## config.mk

```make
export PLATFORM = sky130hd
export DESIGN_NAME = ror_wb_5bit
export DESIGN_NICKNAME = d
export VERILOG_FILES = /design/src/rtl/ror_wb_5bit.sv
export SDC_FILE = /design/constraint.sdc
export NUM_CORES = 1
export LEC_CHECK = 0
export CAP_MARGIN = 25
export CELL_PAD_IN_SITES_DETAIL_PLACEMENT = 0
export CELL_PAD_IN_SITES_GLOBAL_PLACEMENT = 2
export CORE_UTILIZATION = 30
export CTS_BUF_LIST = sky130_fd_sc_hd__clkbuf_8
export DETAILED_ROUTE_END_ITERATION = 6
export MAX_ROUTING_LAYER = met4
export PLACE_DENSITY = 0.78
export SLEW_MARGIN = 20
export SYNTH_ARGS = -nofsm -noshare
export SYNTH_HDL_FRONTEND = slang
export SYNTH_SLANG_ARGS = --single-unit
```

## constraint.sdc

```tcl
create_clock -name clk -period 1.7 [get_ports clk]
set_input_delay 0.17 -clock clk [delete_from_list [all_inputs] [get_ports clk]]
set_output_delay 0.17 -clock clk [all_outputs]
set_load 0.05 [all_outputs]
```

## src/rtl/ror_wb_5bit.sv

```systemverilog
// Writeback stage for the 5-bit rotate-right unit.
// Buffers rotator results in a 2-entry FIFO and presents them in order to the
// register-file write port. Each retire updates the architectural flags and
// the retired-op counter. A sticky err bit records pushes whose sf/zf do not
// agree with the result data.
//
// Handshake semantics (both ports): a transfer happens on a rising clk edge
// exactly when valid && ready are both high in the preceding cycle. The
// producer holds its payload stable while valid=1 and ready=0. in_ready
// depends only on the registered occupancy, so it has no combinational path
// from out_ready.
module ror_wb_5bit #(
  parameter int DW    = 5,
  parameter int CNT_W = 8
) (
  input  logic             clk,
  input  logic             rst_n,
  input  logic             in_valid,
  output logic             in_ready,
  input  logic [DW-1:0]    in_z,
  input  logic             in_cf,
  input  logic             in_sf,
  input  logic             in_zf,
  output logic             out_valid,
  input  logic             out_ready,
  output logic [DW-1:0]    out_z,
  output logic             out_cf,
  output logic             out_sf,
  output logic             out_zf,
  output logic [2:0]       flags,
  output logic [CNT_W-1:0] retired,
  output logic             err,
  input  logic             clr_err
);

  // Each entry holds {z, cf, sf, zf}, stored exactly as received.
  localparam int EW = DW + 3;

  logic [EW-1:0]    mem_q [2];
  logic [EW-1:0]    mem_d [2];
  logic [1:0]       count_q, count_d;
  logic             rd_ptr_q, rd_ptr_d;
  logic             wr_ptr_q, wr_ptr_d;
  logic [2:0]       flags_q, flags_d;
  logic [CNT_W-1:0] retired_q, retired_d;
  logic             err_q, err_d;

  logic             push;
  logic             pop;
  logic             mismatch;
  logic [EW-1:0]    head;

  // Status and head outputs come straight from registers.
  always_comb begin
    in_ready  = (count_q != 2'd2);
    out_valid = (count_q != 2'd0);
    head      = mem_q[rd_ptr_q];
    out_z     = head[EW-1:3];
    out_cf    = head[2];
    out_sf    = head[1];
    out_zf    = head[0];
    flags     = flags_q;
    retired   = retired_q;
    err       = err_q;
  end

  // Next-state logic: FIFO bookkeeping, flag retire, counter and error check.
  always_comb begin
    push     = in_valid && in_ready;
    pop      = out_valid && out_ready;
    // sf must equal the result MSB and zf must flag an all-zero result;
    // cf depends on the rotate amount, which this stage cannot see.
    mismatch = (in_zf != (in_z == '0)) || (in_sf != in_z[DW-1]);

    mem_d     = mem_q;
    count_d   = count_q;
    rd_ptr_d  = rd_ptr_q;
    wr_ptr_d  = wr_ptr_q;
    flags_d   = flags_q;
    retired_d = retired_q;
    err_d     = err_q;

    if (push) begin
      mem_d[wr_ptr_q] = {in_z, in_cf, in_sf, in_zf};
      wr_ptr_d        = ~wr_ptr_q;
    end

    if (pop) begin
      rd_ptr_d  = ~rd_ptr_q;
      flags_d   = {out_cf, out_sf, out_zf};
      retired_d = retired_q + {{(CNT_W-1){1'b0}}, 1'b1};
    end

    unique case ({push, pop})
      2'b10:   count_d = count_q + 2'd1;
      2'b01:   count_d = count_q - 2'd1;
      default: count_d = count_q;
    endcase

    // A mismatching push outranks a same-cycle clear.
    if (push && mismatch) begin
      err_d = 1'b1;
    end else if (clr_err) begin
      err_d = 1'b0;
    end
  end

  // State registers; reset discards any buffered entries.
  always_ff @(posedge clk or negedge rst_n) begin
    if (!rst_n) begin
      for (int i = 0; i < 2; i++) begin
        mem_q[i] <= '0;
      end
      count_q   <= 2'd0;
      rd_ptr_q  <= 1'b0;
      wr_ptr_q  <= 1'b0;
      flags_q   <= 3'b000;
      retired_q <= '0;
      err_q     <= 1'b0;
    end else begin
      for (int i = 0; i < 2; i++) begin
        mem_q[i] <= mem_d[i];
      end
      count_q   <= count_d;
      rd_ptr_q  <= rd_ptr_d;
      wr_ptr_q  <= wr_ptr_d;
      flags_q   <= flags_d;
      retired_q <= retired_d;
      err_q     <= err_d;
    end
  end

endmodule

```

# Yosys cells after proc, flatten, opt, wreduce, memory -nomap -nowiden
# Index checks and enable logic that the tools add are counted.
# op_classes
addsub	3
magnitude_cmp	3
eq_ne	5
muxes	9
bitwise	4
n_reduce_logical	9
# ops
operator	count
two-way mux 8 bit	4
bitwise mux 16 bit	1
adder 8 x 1 -> 8 bit, second input constant	1
demux 8 bit (select 1 bit)	1
nonzero test 2 bit	3
zero test 5 bit	1
greater-or-equal comparator 2 bit, second input constant	2
logical AND 1 bit	4
NOT 1 -> 2 bit	2
one-hot mux 2 bit (2 select lines)	1
adder 2 x 1 -> 2 bit, second input constant	1
== test 2 x 1 -> 1 bit, second input constant	1
== test 2 bit, second input constant	1
less-than comparator 2 x 1 -> 1 bit, second input constant	1
two-way mux 1 bit	2
!= test 1 bit	2
!= test 2 bit, second input constant	1
NOT 1 bit	2
subtractor 2 x 1 -> 2 bit, second input constant	1
logical OR 1 bit	1
# word_totals
ff_bits	32
inputBits	13
wordCells	41

# Longest topological paths before layout
# logic_depth
word_depth	6
ltp_mapped	6
mapped_depth_nobuf	6

# Least setup slack after synthesis
# OpenSTA, ideal clock, no wires.
# synth_timing
path_kind	reg-to-reg
start	register count_q[0]
end	register count_q[1]
setup_time_ns	0.126
arrival_time_ns	1.445
slack_ns	0.129
stages_incl_launch_ff	7
period_less_slack_ns	1.571
path_cell_list	dfrtp_1 > nand2b_2 > nand2_2 > ha_1 > xnor2_1 > nor2_1 > xor2_1
# synth_via
elab_chain_cells	4
elab_cells_between_ends	10
classes_between	add/sub: 2; eq/ne: 3; mux: 1; reduce/logical: 4
# synth_rtl
item	line_no	rtl
start: declaration	41	logic [1:0] count_q, count_d;
start signal: assignment	124	count_q <= count_d;
!= test 2 bit *	55	in_ready = (count_q != 2'd2);
net in_ready	19	output logic in_ready,
logical AND 1 bit *	69	push = in_valid && in_ready;
== test 2 x 1 -> 1 bit or == test 2 bit (tied branches)	94	unique case ({push, pop})
one-hot mux 2 bit (2 select lines) or nonzero test 2 bit (tied branches)	n/a	
# The timed path passes the listed nets; every way through them passes the cells marked *.
# A chain may end at the register's enable or synchronous reset.

# Worst setup path after layout
# layout_timing
start	register retired_q[7] (netlist: retired[7])
end	output retired[7]
# layout_lines
item	line_no	rtl
start: declaration	45	logic [CNT_W-1:0] retired_q, retired_d;
start signal: assignment	128	retired_q <= retired_d;
end: declaration	31	output logic [CNT_W-1:0] retired,
# No word-level cell between the ends.

==> results by group <==
Die
  • Initial Util: 0.317
  • Core Box Area: 4410 um^2
  • Rows: 24
  • Ports: 35
  • Chip width: 70.3 um
  • Die area: 4940 um^2
  • Die height: 70.3 um

Hold path
  • Hold crit path type: input pin to asynchronous set/reset pin

Detailed routing
  • Average wire per standard cell: 13.9 um
  • Post-DR vias/cell: 4.65
  • Routed WL: 2820 um
  • Vias: 944
  • DRC: 0
  • DRT iter0 DRCs: 66
  • First-pass DRT Iterations: 2
  • Routed Antenna Nets: 0

Clocking
  • H-Tree Depth: 2
  • Insertion delay to the later sink of the worst-skew pair: 0.29 ns
  • Root buffer cell: clkbuf_8
  • Num CTS Buffers: 5
  • TritonCTS clock tree: built
  • Worst-path clk slew: 0.07 ns
  • Clock Path Buffers: 2
  • Clock sink count: 32

Timing
  • RSZ-0062 raised after global routing: no
  • Worst slew pin tran: 0.494 ns
  • Fmax: 612 MHz
  • Clk_skew: 0.0101 ns
  • Final count of pins violating max slew: 0
  • Final setup viols: 0
  • Max-slew headroom: 0.669
  • Final worst slack: 0.0657 ns
  • Fin Hold WS: 0.287 ns
  • Period minus WS final: 1.63 ns
  • Final hold violation count: 0
  • Fin crit share: 0.961

Critical path
  • Critical path cell sequence: clkdlybuf4s50_1
  • Crit path largest cell delay: 0.81 ns
  • Reg2reg path depth: 4
  • Critical path required time: 1.53 ns
  • Critical path's slowest cell: clkdlybuf4s50_1
  • Max FO, Critical Path: 2
  • Crit-path leading delay family: buffers and inverters
  • Setup CP Type: register to output port
  • Levels on crit path: 1
  • CP endpoint kind: output port
  • Worst EP arrival: 1.46 ns
  • Bufs and invs on worst path: 1
  • Startpoint Class: register

GRT
  • Number of global-route vias before repair: 968
  • Largest net degree at the start of global routing: 33
  • Initial antenna violation count: 0
  • Gr usage total: 0.135
  • Total grt overflow: 0
  • First-pass GRT wire length: 4820 um

Synthesis
  • Post-synthesis sequential area ratio: 0.572
  • Yosys warns: 0
  • Mapped Nets: 121
  • Distinct cells, synth: 23
  • Register bit count reported by yosys: 32
  • Post-synth top area share: 0.572
  • Mean Syn Cell Area: 13.2 um^2
  • Mapped cell area: 1400 um^2
  • Synth area leader: dfrtp_1
  • Synth area leaders: dfrtp_1 57%, mux2_2 19%, xnor2_1 6.3%, nand2_1 3.5%, xor2_1 1.9%
  • Post-Synthesis Cells: 106

Placed design
  • Dpl ws: -0.0562 ns
  • # port buffers: 34
  • Global placer's final weighted congestion: 0.732
  • HPWL after DPL: 2040 um

Layout
  • Commonest cells after routing, fill and taps aside: 31 x dfrtp_1, 24 x mux2_2, 20 x buf_4
  • Post-Route Utilization: 0.429
  • Commonest non-fill, non-tap cell in the layout: dfrtp_1
  • Antenna diode count: 0
  • NumNets Final: 165
  • Share of cells above drive strength 1: 0.411
  • Area grow syn2layout: 35.3%

Outcome
  • Status: complete, no violations

Flow run
  • MaxCap Viol Count: 0
## final cells by class
| type | count | area (um^2) |
|---|---|---|
| clock buffers | 6 | 82.6 |
| clock inverters | 2 | 10.0 |
| fillers | 421 | 2520 |
| inverters | 2 | 7.51 |
| multi-input cells | 71 | 586 |
| flip-flops and latches | 32 | 802 |
| well taps | 52 | 65.1 |
| repair buffers | 38 | 340 |
## metrics by stage
stage | cell area (um^2) | std cells | setup TNS [ns]
2_1_floorplan | 1400 | 106 | 0
3_3_place_gp | 1800 | 195 | 0
3_5_place_dp | 1800 | 195 | -0.0562
4_1_cts | 1890 | 203 | 0
5_1_grt | 1890 | 203 | 0
6_report | 1890 | 203 | 0
## Yosys cell counts (all sizes together)
cell	number
xnor2	10
nor3	2
mux2	24
nand2	14
o21ai	1
and3	1
xor2	3
nor2	3
o21a	1
dfrtp	32
nand3	4
buf	1
nand2b	1
o22ai	1
inv	2
or2	1
or4	1
nand4	2
ha	2
## kinds of logic (layout without fill, tap and decap cells)
kind of cell | count (synthesis) | in the layout | share of synthesized area
adders and majority gates | 2 | 2 | 0.0179
buffers and inverters | 3 | 48 | 0.00894
DFF | 32 | 32 | 0.572
muxes | 24 | 24 | 0.193
AOI/OAI and AO/OA | 3 | 3 | 0.0161
xor gates and xnor gates | 13 | 13 | 0.0814
and+or+nand+nor | 29 | 29 | 0.110
## state kept, by name, summed over array words and instances (netlist names)
name and cells:
mem_q 16, retired 8, flags 3, count_q 2, err 1, rd_ptr_q 1
wr_ptr_q 1
## worst paths after layout
path	endpoint	slack (ns)	start
max	retired[7]	0.07	retired[7]$_DFFE_PN0P_
min	mem_q[0]$_DFFE_PN0P_	0.29	rst_n
max reg2reg	mem_q[13]$_DFFE_PN0P_	0.16	count_q[0]$_DFFE_PN0P_
min reg2reg	retired[7]$_DFFE_PN0P_	0.48	retired[7]$_DFFE_PN0P_
max in group asynchronous	rd_ptr_q$_DFFE_PN0P_	1.10	rst_n
min in group clk	err$_DFFE_PN0P_	0.46	clr_err
## repair_timing
| action | in CTS | in global routing |
|---|---|---|
| endpoints found under the setup margin | 3 | 0 |
| gates resized for setup | 1 | 0 |
| hold buffers | 0 | 0 |
| setup buffers | 0 | 0 |
## per-layer routing
metal,track usage,up-vias,part of all wire
li1,-,452,-
met1,0.160,468,0.47
met2,0.201,18,0.46
met3,0.0447,6,0.043
met4,0.0733,0,0.023
met5,-,-,0
Power is left out: the tool's default activity adds up to more than one toggle a clock period on the data nets, which glitch-free logic cannot reach.
